`src/rtl/err_avg_unit.sv`:
```
// err_avg_unit: moving-average datapath for the PID error term.
// A shift_avg pulse pushes err_in into a DEPTH-tap history buffer.
// A calc_avg pulse starts a sum of the taps, one tap per clock. The sum is
// then scaled by DEPTH using an arithmetic (floor) right shift. The result
// is held on avg_out while avg_done stays high.
//
// Ports:
//   clk        in   system clock, rising edge
//   rst        in   asynchronous reset, active-high
//   shift_avg  in   pulse: push err_in into the history
//   calc_avg   in   pulse: start an average computation
//   err_in     in   signed error sample, sampled with shift_avg
//   avg_out    out  signed average, stable while avg_done=1
//   avg_done   out  level, average valid
//   busy       out  high in ACCUM and SCALE
//   hist_full  out  high once DEPTH samples have been shifted in
//   proto_err  out  sticky, a request arrived while busy
//
// state | meaning
// IDLE  | after reset, no result yet
// ACCUM | summing one tap per clock
// SCALE | shifting the sum down into avg_out
// DONE  | result held, avg_done high until the next request
module err_avg_unit #(
  parameter int DATA_W     = 16,
  parameter int DEPTH_LOG2 = 3
) (
  input  logic                     clk,
  input  logic                     rst,
  input  logic                     shift_avg,
  input  logic                     calc_avg,
  input  logic signed [DATA_W-1:0] err_in,
  output logic signed [DATA_W-1:0] avg_out,
  output logic                     avg_done,
  output logic                     busy,
  output logic                     hist_full,
  output logic                     proto_err
);

  localparam int DEPTH = 1 << DEPTH_LOG2;
  localparam int ACC_W = DATA_W + DEPTH_LOG2;

  typedef enum logic [1:0] {
    S_IDLE  = 2'd0,
    S_ACCUM = 2'd1,
    S_SCALE = 2'd2,
    S_DONE  = 2'd3
  } state_t;

  state_t state_q, state_d;

  logic signed [DATA_W-1:0] tap_q [DEPTH];
  logic signed [DATA_W-1:0] tap_d [DEPTH];
  logic signed [ACC_W-1:0]  acc_q, acc_d;
  logic [DEPTH_LOG2-1:0]    idx_q, idx_d;
  logic [DEPTH_LOG2:0]      cnt_q, cnt_d;
  logic signed [DATA_W-1:0] avg_q, avg_d;
  logic                     done_q, done_d;
  logic                     perr_q, perr_d;

  logic accept;
  logic shift_ok;
  logic calc_ok;
  logic busy_s;

  assign busy_s   = (state_q == S_ACCUM) || (state_q == S_SCALE);
  assign accept   = (state_q == S_IDLE) || (state_q == S_DONE);
  assign shift_ok = shift_avg && accept;
  assign calc_ok  = calc_avg && accept;

  // State register and datapath registers
  always_ff @(posedge clk or posedge rst) begin
    if (rst) begin
      state_q <= S_IDLE;
      for (int i = 0; i < DEPTH; i++) tap_q[i] <= '0;
      acc_q  <= '0;
      idx_q  <= '0;
      cnt_q  <= '0;
      avg_q  <= '0;
      done_q <= 1'b0;
      perr_q <= 1'b0;
    end else begin
      state_q <= state_d;
      tap_q   <= tap_d;
      acc_q   <= acc_d;
      idx_q   <= idx_d;
      cnt_q   <= cnt_d;
      avg_q   <= avg_d;
      done_q  <= done_d;
      perr_q  <= perr_d;
    end
  end

  // Next-state logic
  always_comb begin
    state_d = state_q;
    unique case (state_q)
      S_IDLE:  if (calc_avg) state_d = S_ACCUM;
      S_ACCUM: if (idx_q == DEPTH_LOG2'(DEPTH - 1)) state_d = S_SCALE;
      S_SCALE: state_d = S_DONE;
      S_DONE:  if (calc_avg) state_d = S_ACCUM;
      default: state_d = S_IDLE;
    endcase
  end

  // Datapath next values
  always_comb begin
    tap_d  = tap_q;
    acc_d  = acc_q;
    idx_d  = idx_q;
    cnt_d  = cnt_q;
    avg_d  = avg_q;
    done_d = done_q;
    perr_d = perr_q;

    // A shift on the same edge as a calc lands before ACCUM reads the taps,
    // so the computation includes the new sample.
    if (shift_ok) begin
      tap_d[0] = err_in;
      for (int i = 1; i < DEPTH; i++) tap_d[i] = tap_q[i-1];
      if (cnt_q != (DEPTH_LOG2+1)'(DEPTH)) cnt_d = cnt_q + (DEPTH_LOG2+1)'(1);
    end

    // Any accepted request in DONE invalidates the held result.
    if (state_q == S_DONE && (shift_avg || calc_avg)) done_d = 1'b0;

    if (calc_ok) begin
      acc_d = '0;
      idx_d = '0;
    end

    if (state_q == S_ACCUM) begin
      acc_d = acc_q + ACC_W'(tap_q[idx_q]);
      idx_d = idx_q + DEPTH_LOG2'(1);
    end

    // The floor-divided sum of DEPTH DATA_W-bit samples always fits in DATA_W.
    if (state_q == S_SCALE) begin
      avg_d  = DATA_W'(acc_q >>> DEPTH_LOG2);
      done_d = 1'b1;
    end

    if (busy_s && (shift_avg || calc_avg)) perr_d = 1'b1;
  end

  // Output decode
  always_comb begin
    avg_out   = avg_q;
    avg_done  = done_q;
    busy      = busy_s;
    hist_full = (cnt_q == (DEPTH_LOG2+1)'(DEPTH));
    proto_err = perr_q;
  end

endmodule

```
`config.mk`:
```
export PLATFORM = sky130hd
export DESIGN_NAME = err_avg_unit
export DESIGN_NICKNAME = d
export VERILOG_FILES = /design/src/rtl/err_avg_unit.sv
export SDC_FILE = /design/constraint.sdc
export NUM_CORES = 1
export LEC_CHECK = 0
export BUFFER_PORTS_ARGS = -buffer_cell sky130_fd_sc_hd__buf_2
export CORE_MARGIN = 8
export CORE_UTILIZATION = 50
export DETAILED_ROUTE_END_ITERATION = 6
export MAX_ROUTING_LAYER = met4
export PLACE_DENSITY = 0.73
export SLEW_MARGIN = 25
export SYNTH_ARGS = -nofsm -noshare
export SYNTH_HDL_FRONTEND = slang
export SYNTH_SLANG_ARGS = --single-unit
```
`constraint.sdc`:
```
create_clock -name clk -period 7.9 [get_ports clk]
set_input_delay 1.58 -clock clk [delete_from_list [all_inputs] [get_ports clk]]
set_output_delay 1.58 -clock clk [all_outputs]
set_load 0.005 [all_outputs]
```
==> qor.json <==
{
  "synth": {
    "synth.yosys.seq_area_share_pct": 52.0,
    "asyncSetResetFlopFracSynth_pct": 100,
    "synth_edf_count": 0,
    "ys_types": 49,
    "synth_cells": 595,
    "synth-warning-count": 0,
    "syn_nets": 642,
    "cell_area_after_synthesis_um2": 8370,
    "synth_area_per_cell_um2": 14.1,
    "synth.ff_latch_count": 174,
    "dominantRegCellSynth": "dfrtp_1"
  },
  "clock_tree": {
    "clock_path_buffers": 2,
    "h_tree_lvls": 4,
    "worstSkewPairLatency_ns": 0.43,
    "post-cts-setup-buffers": 0,
    "clk_root_buffer_cell": "clkbuf_16",
    "cts-resized-gates": 0,
    "cts_sinks": 174,
    "clk_transition_reported_paths_ns": 0.06,
    "cts_tree": "built",
    "cts.hold.buffers_added": 0,
    "cts_inserted_buffers": 17
  },
  "setup_path": {
    "critical_path_class": "reg -> reg",
    "reg2reg_from": "idx_q[0]",
    "reg_to_reg_endpoint": "acc_q[16]",
    "worst-endpoint-arrival_ns": 4.21,
    "worstPathMaxFanout": 31,
    "ff2ff_setup_slack_ns": 4.05,
    "cp-end-kind": "register",
    "reg2regPathDepth": 11,
    "timing.critical_path.slowest_stage_cell": "mux4_2",
    "critical_path_source_type": "register",
    "worstPathRequired_ns": 8.26,
    "cp_slowest_stage_delay_ns": 0.58,
    "critical-path-top-cell-by-count": "a21oi_1",
    "crit_startpoint": "idx_q[0]",
    "critical_path.cell_chain": "buf_4 > mux4_2 > mux2_2 > ha_1 > fa_1 > a21oi_1 > o221ai_1 > a21oi_1 > nand2_1 > or3_1 > nand3_1"
  },
  "pwr": {
    "power.share.switching_pct": 36.3,
    "power_report.internal_total_w": 0.00303,
    "power.switching_w": 0.00173,
    "pwr-share-seq_pct": 34.8,
    "max-vdd-ir-drop_mv": 0.251,
    "power.leakage_nw": 4.11,
    "p_comb_share_pct": 48.4,
    "power.density_nw_per_um2": 510,
    "clockPowerShare_pct": 16.8
  },
  "sta": {
    "finalCritPeriodShare_pct": 48.7,
    "finalSetupTns_ns": 0,
    "fmax_mhz": 260,
    "hold_viol": 0,
    "worst_pin_slew_ns": 0.940,
    "finalSetupViolCount": 0,
    "clock-skew-final_ns": 0.00791,
    "grt_setup_unrepaired": "false",
    "maxSlewHeadroom_pct": 37.3,
    "finalCriticalPeriod_ns": 3.85,
    "maxSlewViolCount": 0,
    "setup_ws_ns": 4.05
  },
  "global_route": {
    "antenna_found_initial": 0,
    "first_pass_grt_wire_length_um": 27600,
    "number_of_global_route_vias_before_repair": 5416,
    "maximum_number_of_pins_on_one_net_before_global_route_repair": 100,
    "grt_usage_pct": 16.4,
    "grt_overflow": 0
  },
  "finish": {
    "fin_nets": 673,
    "register_area_um2": 4360,
    "multi_input_comb_area_um2": 3830,
    "final_common_cell": "dfrtp_1",
    "antenna-diode-count": 0,
    "most-common-layout-cells": "173 x dfrtp_1, 129 x mux2_2, 39 x buf_2",
    "final_layout_size_suffix_gt1_share_pct": 39.0,
    "filler_cell_count": 1309,
    "area_delta_synth_final_pct": 11.4
  },
  "placement": {
    "finalWeightedCongestion": 0.861,
    "pre_cts_slack_ns": 4.09,
    "buffer_ports.inserted": 39,
    "place_hpwl_um": 10400
  },
  "job": {
    "max_cap_violation_count": 0
  },
  "detailed_routing": {
    "initialDrtViolationCount": 302,
    "average_via_count_per_standard_cell": 5.68,
    "met2_length_um": 8100,
    "routed_wirelength_um": 16000,
    "maxUsedRoutingLayer": "met4",
    "detail_route.wirelength.met1_um": 7110,
    "routedWlPerCell_um": 18.6,
    "met3WireLength_um": 474,
    "detail_route.drc_violations": 0,
    "first_pass_iters": 4,
    "vias": 4882,
    "final_antenna_net_count": 0
  },
  "die": {
    "fp_rows": 47,
    "starting_density_pct": 50.9,
    "top_level_ports": 40,
    "die_area_um2": 21100,
    "die-width_um": 145,
    "fp.coreArea_um2": 16500,
    "die-height_um": 145
  },
  "min_path": {
    "hold_class": "reg -> reg",
    "hold_start": "proto_err",
    "number_of_cells_traversed_by_the_worst_hold_path": 1,
    "worst_hold_path.endpoint": "proto_err"
  },
  "run_status": {
    "status": "finished clean"
  }
}
[logic make-up after synthesis]
| family | count (synthesis) | share of synthesized area, % |
|---|---|---|
| AOI/OAI and AO/OA | 77 | 6.05 |
| xor gates and xnor gates | 16 | 1.76 |
| adders and majority gates | 27 | 4.12 |
| buffers and inverters | 46 | 2.29 |
| DFF | 174 | 52.0 |
| muxes | 193 | 30.3 |
| and+or+nand+nor | 62 | 3.50 |
[metrics by stage]
step	util, %	std cells	instance area, um2	hold slack (ns)	power, W
floorplan	-	595	8370	0.445	0.00344
global placement	53.2	827	8760	0.452	0.00383
detailed placement	53.2	827	8760	0.466	0.00397
CTS	56.6	859	9320	0.483	0.00480
global route	56.6	859	9330	0.499	0.00510
finish	56.6	859	9330	0.477	0.00476
[synth_stat cells, types with 2 or more instances]
cell type	n	area [um2]
a211oi_1	2	15.0
a21o_1	9	67.6
a21oi_1	17	85.1
a22o_1	6	52.6
and2_1	2	12.5
buf_1	4	15.0
buf_2	9	45.0
clkbuf_1	19	71.3
dfrtp_1	174	4350
ha_1	26	325
inv_1	13	48.8
mux2_1	30	338
mux2_2	129	1450
mux4_2	32	721
nand2_1	29	109
nand2b_1	4	25.0
nand3_1	5	25.0
nand4_1	4	25.0
nor2_1	11	41.3
o21ai_0	14	70.1
o21ai_1	9	45.0
o21bai_1	3	22.5
o221ai_1	2	17.5
o22ai_1	2	12.5
or3_1	2	12.5
xnor2_1	15	131
[sequential cells by signal, summed over array words and instances (netlist names)]
signal / cells
state_q: 2
avg_out: 16
tap_q: 128
idx_q: 3
avg_done: 1
proto_err: 1
acc_q: 19
cnt_q: 4
[how the worst max path moves through the flow]
stage,end,slack [ns],cells past startpoint
3_3_place_gp,acc_q[16],4.14,11
2_1_floorplan,acc_q[0],1.60,1
5_1_grt,acc_q[16],3.77,11
3_5_place_dp,acc_q[16],4.09,11
4_1_cts,acc_q[16],4.01,11
6_report,acc_q[16],4.05,11
[power by group through the flow]
stage	logic, W	clock network (W)	registers, W
floorplan	0.00190	0	0.00154
global placement	0.00220	0	0.00163
detailed placement	0.00230	0	0.00167
CTS	0.00233	0.000814	0.00166
global route	0.00253	0.000853	0.00172
finish	0.00231	0.000799	0.00166
[layer usage]
| metal | up-vias | global-route usage, % |
|---|---|---|
| li1 | 2256 | - |
| met1 | 2534 | 19.4 |
| met2 | 70 | 26.8 |
| met3 | 22 | 3.64 |
| met4 | 0 | 6.61 |
| met5 | - | - |
[worst max-delay path: cells and delay by family (launching register included)]
family                     cells  cell delay (ns)
AOI/OAI and AO/OA              3             0.73
and+or+nand+nor                3             0.57
adders and majority gates      2             0.65
muxes                          2             0.86
DFF                            1             0.41
buffers and inverters          1             0.54
[final cells by class]
| class | instances | share of cell area [%] |
|---|---|---|
| Inverter | 13 | 0.577 |
| Clock buffer | 19 | 4.86 |
| Multi-Input combinational cell | 375 | 41.1 |
| Clock inverter | 13 | 1.23 |
| Timing Repair Buffer | 45 | 2.62 |
| Sequential cell | 174 | 46.7 |
| Tap cell | 220 | 2.95 |
Power figures use the tool's default switching activity.
